<file path="config.mk">
export PLATFORM = sky130hd
export DESIGN_NAME = weighted_referee_flat
export DESIGN_NICKNAME = d
export VERILOG_FILES = /design/src/rtl/weighted_referee_if.sv /design/src/rtl/weighted_referee.sv /design/src/flat_wrapper.sv
export SDC_FILE = /design/constraint.sdc
export NUM_CORES = 1
export LEC_CHECK = 0
export ABC_AREA = 0
export CAP_MARGIN = 20
export CORE_ASPECT_RATIO = 0.75
export CORE_MARGIN = 2
export CORE_UTILIZATION = 37
export CTS_BUF_LIST = sky130_fd_sc_hd__clkbuf_4
export DETAILED_ROUTE_END_ITERATION = 16
export PLACE_DENSITY = 0.74
export SYNTH_ARGS = -nofsm -noshare
export SYNTH_HDL_FRONTEND = slang
export SYNTH_SLANG_ARGS = --single-unit
</file>
<file path="constraint.sdc">
create_clock -name clk -period 3.9 [get_ports clk]
set_clock_uncertainty 0.2 [all_clocks]
set_input_delay 0.585 -clock clk [delete_from_list [all_inputs] [get_ports clk]]
set_output_delay 0.585 -clock clk [all_outputs]
set_load 0.005 [all_outputs]
</file>
<file path="src/rtl/weighted_referee_if.sv">
// rtl/weighted_referee_if.sv - source/destination FIFO bundle between weighted_referee and its VC FIFO pairs
interface weighted_referee_if #(
    parameter int NUM_CH   = 4,
    parameter int DATA_W   = 12,
    parameter int WEIGHT_W = 4
);
    logic [NUM_CH-1:0]          src_empty;
    logic [NUM_CH-1:0]          src_almost_full;
    logic [NUM_CH-1:0]          dst_almost_full;
    logic [NUM_CH*WEIGHT_W-1:0] weights;
    logic [DATA_W-1:0]          data_in;
    logic [NUM_CH-1:0]          pop;
    logic [NUM_CH-1:0]          push;
    logic [DATA_W-1:0]          data_out;

    // referee side: issues pop/push strobes and carries the payload
    modport master (
        input  src_empty, src_almost_full, dst_almost_full, weights, data_in,
        output pop, push, data_out
    );

    // FIFO side: reports levels and supplies read data
    modport slave (
        output src_empty, src_almost_full, dst_almost_full, weights, data_in,
        input  pop, push, data_out
    );
endinterface

</file>
<file path="src/rtl/weighted_referee.sv">
// rtl/weighted_referee.sv - RR/weighted-RR mover between VC FIFO pairs; WEIGHTED_REFEREE_STATS_EN adds grant_count
module weighted_referee #(
    parameter int NUM_CH   = 4,
    parameter int DATA_W   = 12,
    parameter int WEIGHT_W = 4
) (
    input  logic                   clk,
    input  logic                   reset,
    weighted_referee_if.master     bus
`ifdef WEIGHTED_REFEREE_STATS_EN
    ,
    output logic [NUM_CH*16-1:0]   grant_count
`endif
);
    localparam int PTR_W = (NUM_CH > 1) ? $clog2(NUM_CH) : 1;

    typedef enum logic {
        RR  = 1'b0,
        WRR = 1'b1
    } mode_t;

    mode_t                state_q, state_d;
    logic [PTR_W-1:0]     ptr_q, ptr_d;
    logic [WEIGHT_W-1:0]  credit_q, credit_d;
    logic [WEIGHT_W-1:0]  credit_eff;
    logic [WEIGHT_W-1:0]  w_cur;
    logic [NUM_CH-1:0]    pop_d, pop_q, push_q;
    logic [DATA_W-1:0]    data_q;
    logic                 stall;
    logic                 keep;
    logic                 found;
    logic [PTR_W-1:0]     sel;

    // Mode selection, rotating search and credit bookkeeping for the next pop
    always_comb begin
        state_d    = (|bus.src_almost_full) ? WRR : RR;
        ptr_d      = ptr_q;
        pop_d      = '0;
        stall      = |bus.dst_almost_full;
        // a mode change starts a fresh weighted run; credit 0 means "no run in progress"
        credit_eff = (state_d != state_q) ? '0 : credit_q;
        credit_d   = credit_eff;
        w_cur      = bus.weights[int'(ptr_q)*WEIGHT_W +: WEIGHT_W];
        if (w_cur == '0) begin
            w_cur = WEIGHT_W'(1);
        end
        keep  = (state_d == WRR) && (credit_eff != '0) && (credit_eff < w_cur)
                && !bus.src_empty[ptr_q];
        found = 1'b0;
        sel   = ptr_q;
        for (int k = 1; k <= NUM_CH; k++) begin
            if (!found && !bus.src_empty[(int'(ptr_q) + k) % NUM_CH]) begin
                found = 1'b1;
                sel   = PTR_W'((int'(ptr_q) + k) % NUM_CH);
            end
        end
        if (!stall) begin
            if (keep) begin
                pop_d[ptr_q] = 1'b1;
                credit_d     = credit_eff + WEIGHT_W'(1);
            end else if (found) begin
                pop_d[sel] = 1'b1;
                ptr_d      = sel;
                credit_d   = (state_d == WRR) ? WEIGHT_W'(1) : '0;
            end
        end
    end

    // Mode state register
    always_ff @(posedge clk or negedge reset) begin
        if (!reset) begin
            state_q <= RR;
        end else begin
            state_q <= state_d;
        end
    end

    // Pointer, credit and registered strobes/payload; push trails pop by one cycle
    always_ff @(posedge clk or negedge reset) begin
        if (!reset) begin
            ptr_q    <= PTR_W'(NUM_CH - 1);
            credit_q <= '0;
            pop_q    <= '0;
            push_q   <= '0;
            data_q   <= '0;
        end else begin
            ptr_q    <= ptr_d;
            credit_q <= credit_d;
            pop_q    <= pop_d;
            push_q   <= pop_q;
            if (|pop_q) begin
                data_q <= bus.data_in;
            end
        end
    end

    assign bus.pop      = pop_q;
    assign bus.push     = push_q;
    assign bus.data_out = data_q;

`ifdef WEIGHTED_REFEREE_STATS_EN
    logic [15:0] cnt_q [NUM_CH];

    // Per-channel saturating counts of issued pops
    always_ff @(posedge clk or negedge reset) begin
        if (!reset) begin
            for (int i = 0; i < NUM_CH; i++) begin
                cnt_q[i] <= '0;
            end
        end else begin
            for (int i = 0; i < NUM_CH; i++) begin
                if (pop_q[i] && (cnt_q[i] != 16'hFFFF)) begin
                    cnt_q[i] <= cnt_q[i] + 16'd1;
                end
            end
        end
    end

    for (genvar g = 0; g < NUM_CH; g++) begin : g_cnt
        assign grant_count[g*16 +: 16] = cnt_q[g];
    end
`endif
endmodule

</file>
<file path="src/flat_wrapper.sv">
// flat-port wrapper written by rule: the top's interface ports become plain ports
module weighted_referee_flat 
#(
    parameter int NUM_CH   = 4,
    parameter int DATA_W   = 12,
    parameter int WEIGHT_W = 4
)
  (clk, reset, bus_src_empty, bus_src_almost_full, bus_dst_almost_full, bus_weights, bus_data_in, bus_pop, bus_push, bus_data_out);
  weighted_referee_if #(.NUM_CH(NUM_CH), .DATA_W(DATA_W), .WEIGHT_W(WEIGHT_W)) bus_i ();
  input  logic clk;
  input  logic reset;
  input wire logic [$bits(bus_i.src_empty)-1:0] bus_src_empty;
  input wire logic [$bits(bus_i.src_almost_full)-1:0] bus_src_almost_full;
  input wire logic [$bits(bus_i.dst_almost_full)-1:0] bus_dst_almost_full;
  input wire logic [$bits(bus_i.weights)-1:0] bus_weights;
  input wire logic [$bits(bus_i.data_in)-1:0] bus_data_in;
  output wire logic [$bits(bus_i.pop)-1:0] bus_pop;
  output wire logic [$bits(bus_i.push)-1:0] bus_push;
  output wire logic [$bits(bus_i.data_out)-1:0] bus_data_out;
  assign bus_i.src_empty = bus_src_empty;
  assign bus_i.src_almost_full = bus_src_almost_full;
  assign bus_i.dst_almost_full = bus_dst_almost_full;
  assign bus_i.weights = bus_weights;
  assign bus_i.data_in = bus_data_in;
  assign bus_pop = bus_i.pop;
  assign bus_push = bus_i.push;
  assign bus_data_out = bus_i.data_out;
  weighted_referee #(.NUM_CH(NUM_CH), .DATA_W(DATA_W), .WEIGHT_W(WEIGHT_W)) u_core (.clk(clk), .reset(reset), .bus(bus_i));
endmodule
</file>
## Word-level counts from Yosys, hierarchy flattened

Cells that the tools add are included.

| storage, ports and cells | value |
|---|---|
| flip-flop bits (word level) | 27 |
| bits in latches | 0 |
| bits in writable memories | 0 |
| ROM bits | 0 |
| input bits | 42 |
| output and inout bits | 20 |
| logic and storage cells | 88 |
| memories kept | 0 |

| operators by class | value |
|---|---|
| $add $sub $neg | 5 |
| $mul | 0 |
| divide/modulo/power cells | 0 |
| order comparisons | 9 |
| eq/ne operators | 1 |
| shift operators | 1 |
| mux-type cells | 36 |
| bitwise operators | 6 |
| reduce and logical (&&, ||, !) cells | 24 |

Operators by type and width:

| cell | number |
|---|---|
| 4-bit two-way mux | 8 |
| 1-bit two-way mux | 17 |
| 3-bit by 4-bit less-than comparator with 1-bit output, second input constant | 4 |
| 16-bit by 5-bit indexed part select with 4-bit output | 1 |
| 4-bit OR reduction | 3 |
| 1-bit binary-select mux with 2-bit select | 5 |
| 1-bit logical AND | 8 |
| 2-bit two-way mux | 4 |
| 2-bit OR reduction | 4 |
| 1-bit zero test | 6 |
| 2-bit by 3-bit less-than comparator with 1-bit output, second input constant | 2 |
| 2-bit by 1-bit adder with 2-bit output, second input constant | 2 |
| 2-bit adder, second input constant | 2 |
| 4-bit by 1-bit adder with 4-bit output, second input constant | 1 |
| 1-bit bitwise AND, first input constant | 4 |
| 1-bit demux with 2-bit select | 2 |
| 2-bit by 1-bit greater-or-equal comparator with 1-bit output, second input constant | 2 |
| 4-bit zero test | 1 |
| 4-bit less-than comparator | 1 |
| 4-bit nonzero test | 1 |
| 3-bit AND reduction | 1 |
| 1-bit inverter | 2 |
| 1-bit != test | 1 |

## Logic depth before layout (Yosys ltp)

Gate-level depths: netlist of run 1.

| logic depth | value |
|---|---|
| depth in word-level cells | 22 |
| depth in mapped cells | 9 |
| mapped depth without buffers | 9 |

## Worst setup path after synthesis of run 1

Ideal clock, no wire load.

| timing | value |
|---|---|
| path kind | input to register |
| start point | in bus_src_almost_full[3] |
| end point | reg u_core.ptr_q[0] |
| library setup time | 0.075 ns |
| arrival | 2.969 ns |
| data required time | 3.625 ns |
| path slack | 0.656 ns |
| stages | 8 |
| buffers on the path | 0 |
| path through | nor4_2 -> mux2_2 -> ha_1 -> a221o_1 -> or3_1 -> a211oi_1 -> a211o_1 -> mux2i_1 |

| between the ends | value |
|---|---|
| cells in the longest elaborated chain, start to end | 10 |
| elaborated cells on any way between the ends | 11 |
| those cells by class | 1 x order compare; 1 x eq/ne; 2 x mux; 1 x bitwise; 6 x reduce/logical |

Ends and longest elaborated chain:

| item | line | RTL |
|---|---|---|
| start, declared | flat_wrapper.sv:13 | `input wire logic [$bits(bus_i.src_almost_full)-1:0] bus_src_almost_full;` |
| 4-bit OR reduction * | weighted_referee.sv:36 | `state_d = (\|bus.src_almost_full) ? WRR : RR;` |
| 1-bit two-way mux * | weighted_referee.sv:36 |  |
| branches (longest 4 deep; another with 4-bit less-than comparator) | - |  |
| 1-bit logical AND * | weighted_referee.sv:47 | `keep = (state_d == WRR) && (credit_eff != '0) && (credit_eff < w_cur)` |
| 1-bit logical AND * | weighted_referee.sv:48 | `&& !bus.src_empty[ptr_q];` |
| 1-bit inverter (no source line) * | - |  |
| 3-bit AND reduction (no source line) * | - |  |
| end signal, assigned | weighted_referee.sv:81 | `ptr_q <= PTR_W'(NUM_CH - 1);` |
| end signal, assigned | weighted_referee.sv:87 | `ptr_q <= ptr_d;` |
| end, declared | weighted_referee.sv:23 | `logic [PTR_W-1:0] ptr_q, ptr_d;` |

Mark *: on every way between the ends.
A chain may end at the register's enable or synchronous reset.

## Worst setup path after layout of run 1

| timing | value |
|---|---|
| start point | in bus_src_almost_full[3] |
| end point | reg u_core.ptr_q[1] |

Same word-level chain as after synthesis.

==> impl_results.md, run 1 <==
- Die width: 82.5 um
- Most frequent cells in the layout: 61 x clkdlybuf4s50_1, 25 x dfrtp_1, 17 x inv_1
- First-pass DRT Iterations: 4
- GRT Total Usage: 16.1%
- Slowest CP cell: clkdlybuf4s50_1
- Largest net degree at the start of global routing: 28
- Vias in the first global route: 1453
- Top cell type's share of synthesized area: 36.5%
- First-pass GRT wire length: 6620 um
- Sink Count: 27
- Share of post-route cells with drive strength above 1: 14.8%
- CP max FO: 6
- Drt initial violations: 59
- Setup WS pre-CTS: 0.136 ns
- Layout Nets: 268
- Non-Filler Instances: 273
- # Max-Cap Violations: 0
- Clock buffer depth: 2
- Synth area leaders: dfrtp_1 37%, mux4_1 9.2%, mux2_2 8.6%
- Hold/Removal Path Class: reg2reg
- Worst Path Required: 3.95 ns
- WS Path Type: in2reg
- Cell count after placement: 269
- Row cnt: 21
- Crit path launch type: input port
- Critical-path cell list: clkdlybuf4s50_1 -> nor4_2 -> buf_4 -> mux2_2 -> ha_1 -> a221o_1 -> or3_1 -> a211oi_1 -> a211o_1 -> mux2i_1
- Layout area overhead: 42.3%
- Post-DP HPWL: 3120 um
- Critical Path Sink Type: register
- Post-synthesis cell type count: 46
- Total die area: 0.00519 mm2
- Prevailing post-synth register cell: dfrtp_1
- Max-slew headroom: 58.5%
- Synth Register Bits: 27
- Gate power share: 61.4%
- Initial antenna violation count: 0
- Worst-Margin Slew: 0.617 ns
- CTS H-tree lvls: 1
- Antenna Nets Post-Route: 0
- Post-route clock period utilization: 89.0%
- Setup bufs post-CTS: 0
- Critical Path AT: 3.52 ns
- CTS Buf Count: 3
- Fin. max-slew vios: 0
- Cells after Synth: 149
- Status: completed
- Number of port buffers: 61
- Reg area: 678 um2
- Final core occ: 54.5%
- Clk root buf: clkbuf_4
- Clock transition at path regs: 0.13 ns
- Int Power: 0.000889 W
- Starting Density: 38.3%
- Final setup TNS: 0 ns
- I/O pin total: 62
- Mapped Nets: 200
- Vias/cell: 5.26
- Peak per-stage delay on the critical path: 0.41 ns
- Sequential area share after synthesis: 39.6%
- Die height: 62.9 um
- Final WL: 3840 um
- Syn Area/Cell: 11.5 um2
- Fill cell count: 402
- TritonCTS clock tree: yes
- Grt ovf: 0
- P_leak: 1.09 nW
- DRC: 0
- Commonest non-fill, non-tap cell in the layout: clkdlybuf4s50_1
- Power density of the placed cells: 580 mW/mm2
- Clock power share: 8.9%
- Vias: 1436
- Post-synth EDFFs: 0
- Yosys warning total: 0
- Reg power frac: 29.7%
- Unrepaired setup endpoints after global routing: false
- Worst Slack Setup Final: 0.428 ns
- Final hold violations: 0
- Hold path depth: 0
- N_diodes: 0
- Multi-input gate area: 932 um2
- Final Wtd Congestion: 0.945
- Final period demand of the worst path: 3.47 ns
- Post-CTS sizing: 0
- Async SR Flop Fraction: 100%
- VDD IR max: 0.000268 V
- Mapped Area: 0.00171 mm2
- Max Freq: 288 MHz
- CTS Hold Bufs: 0
- Reg2reg path depth: 8
- Largest area contributor in the netlist: dfrtp_1
- Final setup viols: 0
- Sw Share: 37.0%
- WL per Instance: 14.1 um
- P_sw: 0.000523 W
- Core region area: 0.00447 mm2
- Clk_lat worst skew: 0.32 ns
## synthesized netlist by cell type (all sizes together), types with 3 or more instances
library cell,instances
dfrtp,25
inv,18
mux2,13
ha,9
nand2,9
mux2i,7
mux4,6
o21ai,5
nand2b,4
o32ai,4
a21oi,3
buf,3
nor2b,3
nor4,3
## power by group through the flow
stage	Clock, W	Sequential (W)	Combinational (W)
4_1_cts	0.000132	0.000421	0.000870
5_1_grt	0.000148	0.000432	0.000964
3_5_place_dp	0	0.000427	0.000866
2_1_floorplan	0	0.000428	0.000557
3_3_place_gp	0	0.000425	0.000860
6_report	0.000125	0.000420	0.000867
## flip-flops by register name, summed over array words and instances (netlist names)
register,count
u_core.ptr_q,2
u_core.bus.push,4
u_core.state_q,1
u_core.credit_q,4
u_core.bus.data_out,12
u_core.bus.pop,4
## layer usage
metal | share of wire, % | routed length (um) | GRT usage (%) | up-vias
met4 | 0.76 | 29 | 3.28 | 0
met1 | 47 | 1800 | 23.2 | 697
met3 | 5.9 | 226 | 3.90 | 4
li1 | - | - | - | 697
met5 | 0 | 0 | 0 | -
met2 | 46 | 1780 | 24.5 | 38
## layout make-up
| type | instances | area share, % |
|---|---|---|
| Multi-Input combinational cell | 100 | 38.3 |
| Sequential cell | 27 | 27.9 |
| Timing Repair Buffer | 67 | 26.9 |
| Tap cell | 57 | 2.93 |
| Inverter | 18 | 2.77 |
| Clock buffer | 4 | 1.23 |
## worst paths after layout
path,from,endpoint,slack [ns]
worst max-delay path,bus_src_almost_full[3],u_core.ptr_q[1],0.43
max in group asynchronous,reset,u_core.ptr_q[1],2.78
min in group asynchronous,reset,u_core.credit_q[3],0.41
worst max register to register,u_core.ptr_q[0],u_core.ptr_q[1],0.63
worst min register to register,u_core.bus.pop[3],u_core.bus.push[3],0.25
worst min-delay path,u_core.bus.pop[3],u_core.bus.push[3],0.25
## kinds of logic (layout without fill, tap and decap cells)
logic type,after synthesis,count (layout),synth area share [%]
XOR/XNOR,1,1,0.512
multiplexers,26,26,21.9
adder cells (fa/ha/maj),9,9,6.58
AND/OR/NAND/NOR,29,29,9.21
flip-flops,27,27,39.6
AO/OA/AOI/OAI,35,35,15.9
buffers and inverters,22,89,6.29
## metrics by stage
step                      cell area (um2)  total power [W]  hold WS (ns)
after floorplan                      1710         0.000985        0.0894
after global placement               2400          0.00128         0.210
after detailed placement             2400          0.00129         0.224
after CTS                            2430          0.00142         0.259
after global routing                 2430          0.00154         0.276
final                                2430          0.00141         0.246
## critical path, delay by kind of cell
kind                       cells  cell delay [ns]
AOI/OAI and AO/OA              3             0.92
buffers and inverters          2             0.59
adders and majority gates      1             0.21
muxes                          2             0.59
and+or+nand+nor                2             0.64
Note: power is estimated with default switching activity, not from simulation.
==> inputs of run 2 (changes only) <==
CORE_MARGIN = unset   (was 2)
TNS_END_PERCENT = 100   (was unset)
==> run 2 against run 1 <==
Register-to-register slack about the same. Setup slack got worse by 0.018 ns. Wire length decreased by 0.42%. First-iteration DRC count increased by 37%. Sequential cell count unchanged. Critical endpoint unchanged. Largest cell class unchanged. Highest routed layer is now met3.
==> impl_results.md, run 2 (synthesized netlist as in run 1, its figures left out) <==
- Status: completed
- Post-route clock period utilization: 89.5%
- Core region area: 0.00444 mm2
- Crit path launch type: input port
- Initial antenna violation count: 0
- Final setup viols: 0
- First-pass DRT Iterations: 5
- Design Power: 0.00141 W
- Hold/Removal Path Class: reg2reg
- Hold path depth: 0
- Antenna Nets Post-Route: 0
- CP max FO: 6
- Delay-heaviest family, CP: compound AO/OA/AOI/OAI gates
- Min-delay src: u_core.bus.pop[2]
- TritonCTS clock tree: yes
- Vias: 1447
- Clock buffer depth: 2
- Cell count after placement: 270
- Clock transition at path regs: 0.13 ns
- CTS Buf Count: 3
- Max Freq: 287 MHz
- Vias in the first global route: 1330
- Vias/cell: 5.28
- Largest net degree at the start of global routing: 28
- Final hold violations: 0
- R2R setup slack: 0.64 ns
- Drt initial violations: 81
- I/O pin total: 62
- First-pass GRT wire length: 5900 um
- Worst Path Buf+Inv: 2
- Final setup TNS: 0 ns
- Non-Filler Instances: 274
- Fill cell count: 383
- Post-DP HPWL: 3090 um
- Critical-path cell list: clkdlybuf4s50_1 -> nor4_2 -> buf_4 -> mux2_2 -> ha_1 -> a221o_1 -> or3_1 -> a211oi_1 -> a211o_1 -> mux2i_1
- WS Path Type: in2reg
- Layout Nets: 269
- Die width: 80.5 um
- Sink Count: 27
- CTS H-tree lvls: 1
- Critical Path AT: 3.53 ns
- Reg2reg path depth: 8
- Worst Path Required: 3.94 ns
- Max FFs per register: 12
- DRC: 0
- Critical Path Sink Type: register
- Final Wtd Congestion: 0.839
- Starting Density: 38.5%
- Clk root buf: clkbuf_4
- Final period demand of the worst path: 3.49 ns
- Number of port buffers: 61
- Final WL: 3820 um
- Commonest non-fill, non-tap cell in the layout: clkdlybuf4s50_1
- Die height: 60.9 um
- Worst Hold Slack: 0.238 ns
- Worst-Margin Slew: 0.621 ns
- VDD IR max: 0.000265 V
- WL per Instance: 14.0 um
- Clk_lat worst skew: 0.31 ns
- Worst r2r src: u_core.ptr_q[0]
- Peak per-stage delay on the critical path: 0.41 ns
- Post-CTS sizing: 0
- Share of post-route cells with drive strength above 1: 15.2%
- Layout area overhead: 42.7%
- GRT Total Usage: 15.7%
- Unrepaired setup endpoints after global routing: false
- Row cnt: 21
- N_diodes: 0
- P_leak: 1.10 nW
- WHS Endpoint: u_core.bus.push[2]
- R2R Path End: u_core.ptr_q[1]
- # Max-Cap Violations: 0
- Power density of the placed cells: 579 mW/mm2
- CTS Hold Bufs: 0
- Most frequent cells in the layout: 61 x clkdlybuf4s50_1, 25 x dfrtp_1, 17 x inv_1
- Slowest CP cell: clkdlybuf4s50_1
- Setup bufs post-CTS: 0
- Max-slew headroom: 58.2%
- Total die area: 0.00490 mm2
- Grt ovf: 0
- Fin. max-slew vios: 0
[run 2: cell count changes in the layout (fill, tap and decap cells not counted)]
cell	delta
buf_4	+1
[run 2: power breakdown]
| part | total (W) | leakage [nW] | switching (W) | internal (W) |
|---|---|---|---|---|
| logic | 0.000862 | 0.744 | 0.000389 | 0.000472 |
| clock network | 0.000120 | 0.0184 | 0.0000734 | 0.0000469 |
| registers | 0.000431 | 0.336 | 0.0000571 | 0.000374 |
[run 2: through the flow]
step | cell area, um2 | util [%] | setup WS (ns)
finish | 2440 | 55.0 | 0.410
detailed placement | 2410 | 54.3 | 0.0948
global placement | 2410 | 54.3 | 0.151
floorplan | 1710 | - | 0.656
global route | 2440 | 55.0 | 0.277
CTS | 2440 | 55.0 | 0.419
[run 2: cell type report]
type	instances	area [um2]	share of cell area, %
Clock buffer	4	30.0	1.23
Inverter	18	67.6	2.77
Multi-Input combinational cell	100	932	38.2
Sequential cell	27	678	27.8
Tap cell	57	71.3	2.92
Timing Repair Buffer	68	663	27.2
[run 2: worst max path at each step]
stage,depth (start not counted),to,start
2_1_floorplan,8,u_core.ptr_q[0],bus_src_almost_full[3]
4_1_cts,10,u_core.ptr_q[1],bus_src_almost_full[3]
3_3_place_gp,10,u_core.ptr_q[0],bus_src_almost_full[3]
6_report,10,u_core.ptr_q[1],bus_src_almost_full[3]
3_5_place_dp,10,u_core.ptr_q[1],bus_src_almost_full[3]
5_1_grt,11,u_core.ptr_q[1],bus_src_almost_full[3]
[run 2: per-layer routing]
| layer | track usage (%) | part of all wire [%] |
|---|---|---|
| met1 | 20.5 | 46 |
| met2 | 28.0 | 50 |
| met3 | 3.16 | 4.6 |
| met4 | 2.30 | 0 |
| met5 | 0 | 0 |
[run 2: worst reg2reg max path, stage by stage, from the launching register on]
cell	delay, ns
dfstp_2	0.61
mux4_1	0.60
inv_1	0.09
ha_1	0.24
a221o_1	0.31
or3_1	0.37
a211oi_1	0.26
a211o_1	0.28
mux2i_1	0.23
